## src/rtl/uart_tx_sched.sv

```systemverilog
// Round-robin per-frame byte scheduler that shares one uart_tx serialiser between
// NREQ producers, with packet locking and a programmable inter-frame idle gap.
module uart_tx_sched #(
  parameter int NREQ = 4,
  parameter int IDW  = $clog2(NREQ)
) (
  input  logic              clock,
  input  logic              resetn,
  input  logic [NREQ-1:0]   req_valid_i,
  input  logic [8*NREQ-1:0] req_data_i,
  input  logic [NREQ-1:0]   req_last_i,
  input  logic [NREQ-1:0]   req_enable_i,
  output logic [NREQ-1:0]   req_ready_o,
  input  logic [7:0]        gap_i,
  output logic              tx_start_o,
  output logic [7:0]        tx_byte_o,
  input  logic              tx_dequeue_i,
  input  logic              tx_busy_i,
  output logic [NREQ-1:0]   grant_o,
  output logic              locked_o,
  output logic              done_o,
  output logic [IDW-1:0]    done_id_o
);

  localparam logic [1:0] ST_ARB   = 2'd0;
  localparam logic [1:0] ST_START = 2'd1;
  localparam logic [1:0] ST_WAIT  = 2'd2;
  localparam logic [1:0] ST_GAP   = 2'd3;

  logic [1:0]      state;
  logic [IDW-1:0]  ptr;
  logic [IDW-1:0]  winner;
  logic [IDW-1:0]  cand;
  logic            lock;
  logic [7:0]      gap_cnt;
  logic [7:0]      hold_byte;
  logic [NREQ-1:0] eligible;
  logic            found;
  logic            fire;

  // Search ptr+1, ptr+2, ... so the last winner has lowest priority next time.
  always_comb begin
    eligible = req_valid_i & req_enable_i;
    if (lock) begin
      eligible = eligible & (NREQ'(1) << ptr);
    end
    found  = 1'b0;
    winner = ptr;
    cand   = '0;
    for (int k = 1; k <= NREQ; k++) begin
      cand = IDW'((int'(ptr) + k) % NREQ);
      if (!found && eligible[cand]) begin
        found  = 1'b1;
        winner = cand;
      end
    end
  end

  // The cycle carrying the registered done pulse is skipped so done_o and
  // req_ready_o can never coincide.
  assign fire        = resetn && (state == ST_ARB) && !tx_busy_i && !done_o && found;
  assign req_ready_o = fire ? (NREQ'(1) << winner) : '0;
  assign tx_start_o  = (state == ST_START);
  assign tx_byte_o   = hold_byte;
  assign locked_o    = lock;

  always_ff @(posedge clock) begin
    if (!resetn) begin
      state     <= ST_ARB;
      ptr       <= IDW'(NREQ - 1);
      lock      <= 1'b0;
      gap_cnt   <= 8'd0;
      hold_byte <= 8'd0;
      grant_o   <= '0;
      done_o    <= 1'b0;
      done_id_o <= '0;
    end else begin
      done_o <= 1'b0;
      if (!fire && lock && !req_enable_i[ptr]) begin
        lock <= 1'b0;
      end
      case (state)
        ST_ARB: begin
          if (fire) begin
            hold_byte <= req_data_i[{winner, 3'b000} +: 8];
            ptr       <= winner;
            grant_o   <= NREQ'(1) << winner;
            lock      <= ~req_last_i[winner];
            state     <= ST_START;
          end
        end
        ST_START: state <= ST_WAIT;
        ST_WAIT: begin
          if (tx_dequeue_i) begin
            done_o    <= 1'b1;
            done_id_o <= ptr;
            if (gap_i == 8'd0) begin
              state <= ST_ARB;
            end else begin
              gap_cnt <= gap_i;
              state   <= ST_GAP;
            end
          end
        end
        default: begin
          if (gap_cnt <= 8'd1) begin
            gap_cnt <= 8'd0;
            state   <= ST_ARB;
          end else begin
            gap_cnt <= gap_cnt - 8'd1;
          end
        end
      endcase
    end
  end

endmodule

```

## config.mk

```make
export PLATFORM = sky130hd
export DESIGN_NAME = uart_tx_sched
export DESIGN_NICKNAME = d
export VERILOG_FILES = /design/src/rtl/uart_tx_sched.sv
export SDC_FILE = /design/constraint.sdc
export NUM_CORES = 1
export LEC_CHECK = 0
export CAP_MARGIN = 5
export CELL_PAD_IN_SITES_DETAIL_PLACEMENT = 2
export CELL_PAD_IN_SITES_GLOBAL_PLACEMENT = 2
export CORE_MARGIN = 1
export CORE_UTILIZATION = 35
export DETAILED_ROUTE_END_ITERATION = 6
export DONT_BUFFER_PORTS = 1
export GPL_ROUTABILITY_DRIVEN = 1
export GPL_TIMING_DRIVEN = 0
export PLACE_DENSITY_LB_ADDON = 0.1
export SLEW_MARGIN = 5
export SYNTH_ARGS = -nofsm -noshare
export SYNTH_HDL_FRONTEND = slang
export SYNTH_SLANG_ARGS = --single-unit
```

## constraint.sdc

```tcl
create_clock -name clock -period 7.4 [get_ports clock]
set_input_delay 1.48 -clock clock [delete_from_list [all_inputs] [get_ports clock]]
set_output_delay 1.48 -clock clock [all_outputs]
set_load 0.005 [all_outputs]
```

# Word level (Yosys, flattened, before mapping)
# Cells that the tools add are included.
# op_classes
n_lt_le_gt_ge	7
mux	35
bitwise	4
eq_ne	5
add_sub_neg	5
n_shift	3
n_reduce_logical	25
# ops
op	count
indexed part select 32 x 6 -> 8 bit	1
2-to-1 mux 8 bit	3
less-than comparator 2 x 3 -> 1 bit (second input constant)	6
2-to-1 mux 2 bit	8
one-hot mux 8 bit (2 select lines)	1
2-to-1 mux 1 bit	14
binary-select mux 1 bit (select 2 bit)	6
logical AND 1 bit	9
bitwise AND 4 bit	2
<= comparator 8 x 1 -> 1 bit (second input constant)	1
zero test 8 bit	1
2-to-1 mux 4 bit	2
<< shifter 1 x 2 -> 4 bit (first input constant)	2
subtractor 8 x 1 -> 8 bit (second input constant)	1
zero test 1 bit	7
inequality test 2 bit (second input constant)	3
one-hot mux 2 bit (3 select lines)	1
AND reduction 2 bit	3
AND reduction 3 bit	2
adder 2 x 1 -> 2 bit (second input constant)	2
adder 2 bit (second input constant)	2
nonzero test 4 bit	1
== test 2 x 1 -> 1 bit (second input constant)	1
== test 2 bit (second input constant)	1
3 further kinds	4
# totals
regBits	28
in_bits	56
elab_cells	92
out_inout_bits	21

# Logic depth before layout (Yosys ltp)
# Gate-level depths: netlist of run 1.
# depth
word_depth	22
mapped_depth	12
depth_no_buf	9

# Worst setup path after synthesis of run 1
# No wires, ideal clock.
# synth_timing
kind	input -> output
from	in req_enable_i[1]
to	out req_ready_o[3]
required_time_ns	5.920
arrival_ns	3.044
path_slack_ns	2.876
path_stages	7
path_buffers	1
cell_sequence	nand2_1 or4_1 and3_4 a211o_1 buf_6 or3_4 inv_1
# synth_between
elab_chain_cells	17
elab_cells_between_ends	28
cone_classes	1 x shift; 18 x mux; 2 x bitwise; 7 x reduce/logical
# synth_rtl
element	line	rtl
start: declaration	12	input logic [NREQ-1:0] req_enable_i,
bitwise AND 4 bit (*)	43	eligible = req_valid_i & req_enable_i;
bitwise AND 4 bit	45	eligible = eligible & (NREQ'(1) << ptr);
2-to-1 mux 4 bit (*)	44	if (lock) begin
binary-select mux 1 bit (select 2 bit)	52	if (!found && eligible[cand]) begin
2-to-1 mux 1 bit (implied by the code)	52	
2-to-1 mux 1 bit	52	
zero test 1 bit	52	
logical AND 1 bit	52	
2-to-1 mux 1 bit	52	
zero test 1 bit	52	
logical AND 1 bit	52	
2-to-1 mux 1 bit	52	
zero test 1 bit	52	
logical AND 1 bit	52	
2-to-1 mux 2 bit or 2-to-1 mux 1 bit (tied branches)	52	
<< shifter 1 x 2 -> 4 bit or logical AND 1 bit (tied branches)	62, 61	
2-to-1 mux 4 bit (*)	62	assign req_ready_o = fire ? (NREQ'(1) << winner) : '0;
end: declaration	13	output logic [NREQ-1:0] req_ready_o,
# Every way passes the cells marked *; elsewhere a longest branch is shown, timed or not. The select of a mux whose other input is x is not followed.

# Worst setup path after layout of run 1
# Ends and elaborated chain as after synthesis.

==> run metrics, run 1 <==
FF-to-FF Start=ptr[0]; post-CTS setup buffers=0; Critical Path AT=approximately 3200 ps; Non-Filler Instances=between 300 and 400; # clock sinks=28; htree depth=1; FF+latch count, synth=28; GRT overflow=0; type of origin of the critical path=primary input; Avg Synthesized Cell Area=8.40 sq um; DR iter-0 viols=47; RSZ-0062 raised after global routing=false; ANT nets after route=0; Worst-Skew Late Latency=between 200 and 300 ps; Hold EP=done_id_o[0]; I/O Buffers=0; met3 Usage GRT=0.0488; via count=1822; chip height=approximately 77 um; Boundary Pins=77; Tightest Pin Transition=595 ps; pwr/cell area=247 nW/um^2; # hold bufs at CTS=0; Avg WL per Cell=between 15 and 20 um; dpl cell area=2070 sq um; largest net degree at the start of global routing=17; Final setup viols=0; CTS root buf=clkbuf_8; commonest non-fill, non-tap cell in the layout=dfxtp_1; minimum clock period after layout=4680 ps; Synth Instances=236; yosys warns=0; nets=303; CP Capture Type=primary output; Die W=77.3 um; top-area cell type share of the netlist area=0.283; crit path buf inv count=2; Clk pin slew, worst setup/hold paths=100 ps; # rows=27; cells along the critical path=nand2_1 > or4_1 > and3_4 > a211o_1 > buf_6 > or3_4 > inv_1; post-DP HPWL=4520 um; Die Area=5970 sq um; first-pass GRT wire length=9930 um; final hold violations=0; Final Skew=4.13 ps; r2r worst-path depth=11; GRT busiest layer=met2; post-synth cell types=53; total wire length=a little under 6000 um; number of remaining DRC errors=0; status=finished clean; detailed-route vias per instance=5.84; final worst path period share=0.632; top post-synthesis cells by area=dfxtp_1, mux2i_1, o221ai_1, ha_1, nand2_1; Max Buffers Root-to-Sink=2; vias in the first global route=roughly 1900; fmax=approximately 0.21 GHz; Largest stage delay, worst path=530 ps; worst-path fanout max=6; met2 usage=0.373; final setup TNS=0 ps; Leakage Power=0.858 nW; Hold WC Path Type=flip-flop to flip-flop; RePlAce Congestion=0.735; Max IR drop VDD=0.151 mV; Starting Density=0.362; layout cell share with drive strength beyond 1=0.0875; CP max stage cell=or4_1; CP top delay family=simple AND/OR/NAND/NOR gates; Post-Place Setup Slack=2720 ps; origin of the worst min-delay path=done_id_o[0]; fin util=0.392; post-route cell area=approximately 2100 sq um; most common flop cell mapped by yosys=dfxtp_1; GRT Util Overall=0.210; Setup CP Type=primary input to primary output; largest area contributor in the netlist=dfxtp_1; area of the core=roughly 5500 sq um; WP data required=5920 ps; PnR worst setup slack=between 2000 and 3000 ps; grt met1 use=0.263; CTS tree=built; max-slew violation total from the final report=0; most frequent cells in the layout=dfxtp_1, nand2_1, mux2i_1, nand3_1; R2R Setup Slk=4260 ps; DP Cell Count=308; initial antenna violation count=0; sequential fraction of the synthesis area=0.283; drt first pass iters=4; Slew HR=0.600; Worst R2R End=tx_byte_o[1]; diode count=0; asr flop ratio synth=0; number of synthesized flops with an enable pin=0; hold depth=2; Mapped Area=a little under 2000 sq um; total CTS buffers=3; Mapped Nets=298; layout overhead on the synthesized area=8.14%; PostCTS Resize Cnt=0; maxcap violations=0
[per-stage QoR]
step | total power, mW | hold slack, ps
6_report | 0.530 | 496
5_1_grt | 0.567 | 519
4_1_cts | 0.538 | 501
3_5_place_dp | 0.411 | 484
3_3_place_gp | 0.407 | 474
2_1_floorplan | 0.360 | 457
[cells in the mapped netlist, types with 4 or more instances]
library cell,instances
nor3_1,5
o221ai_1,11
nor2_1,6
clkbuf_1,8
or2_1,4
mux2i_1,19
o21a_1,4
nor2b_1,11
a22oi_1,4
ha_1,6
buf_6,4
nor4_1,5
dfxtp_1,28
o21ai_0,12
a21boi_0,5
or3_1,4
o211a_1,4
nand2_1,19
nand3_1,14
inv_1,12
[how the worst max path moves through the flow]
| stage | slack (ps) | to | cells past startpoint | startpoint |
|---|---|---|---|---|
| CTS | 2710 | req_ready_o[3] | 7 | req_enable_i[1] |
| global route | 2590 | req_ready_o[2] | 10 | ptr[0] |
| detailed placement | 2720 | req_ready_o[3] | 7 | req_enable_i[1] |
| floorplan | 2880 | req_ready_o[3] | 7 | req_enable_i[1] |
| global placement | 2690 | req_ready_o[3] | 7 | req_enable_i[1] |
| finish | 2720 | req_ready_o[3] | 7 | req_enable_i[1] |
[state kept, by name, summed over array words and instances, names as in the netlist]
signal     cells
ptr            2
gap_cnt        8
grant_o        4
tx_byte_o      8
state          2
locked_o       1
done_id_o      2
done_o         1
[cells by family after synthesis]
| group | Yosys count | synth area share |
|---|---|---|
| mux | 20 | 0.107 |
| xor+xnor | 1 | 0.00442 |
| simple gates | 84 | 0.241 |
| fa+ha+maj | 6 | 0.0379 |
| compound gates | 67 | 0.253 |
| buf+inv | 30 | 0.0738 |
| flops | 28 | 0.283 |
[layout make-up]
| class | count | area, sq um |
|---|---|---|
| sequential | 28 | 561 |
| buffer | 16 | 93.8 |
| multi-input combinational | 178 | 1280 |
| inverter | 14 | 52.6 |
| clock buffer | 3 | 41.3 |
| fill | 651 | 3330 |
| tap | 72 | 90.1 |
| clock inverter | 1 | 30.0 |
[report_power, final]
part	total, mW	leakage [nW]	switching (mW)	internal, mW
Clock	0.124	0.0357	0.0519	0.0726
Sequential	0.190	0.228	0.0187	0.171
Combinational	0.216	0.594	0.122	0.0940
Total	0.530	0.858	0.192	0.338
[routing by layer]
layer | wire (um) | part of all wire | up-vias
met5 | 0 | 0 | -
li1 | - | - | 883
met1 | 2750 | 0.46 | 889
met4 | 23 | 0.0039 | 0
met2 | 2920 | 0.49 | 46
met3 | 278 | 0.047 | 4
[worst min-delay path: cells and delay by family, from the launching register on]
kind	cells	cell delay, ps
flops	1	340
simple gates	1	50
compound gates	1	70
(Power assumes the default switching activity.)
==> run 2, diff against run 1 <==
==> constraint.sdc (replaced) <==
create_clock -name clock -period 4.8 [get_ports clock]
set_input_delay 0.96 -clock clock [delete_from_list [all_inputs] [get_ports clock]]
set_output_delay 0.96 -clock clock [all_outputs]
set_load 0.005 [all_outputs]
==> results of run 2 <==
Same layout as run 1 (identical final DEF). Status: finished clean.
Among the figures that moved: setup slack after placement 2720 ps -> 1140 ps; setup slack after layout 2720 ps -> 802 ps; start point of the critical path req_enable_i[1] -> ptr[0]; end point of the critical path req_ready_o[3] -> req_ready_o[0]; register-to-register setup slack 4260 ps -> 1660 ps; total power 0.530 mW -> 0.817 mW; worst IR drop on VDD 0.151 mV -> 0.232 mV
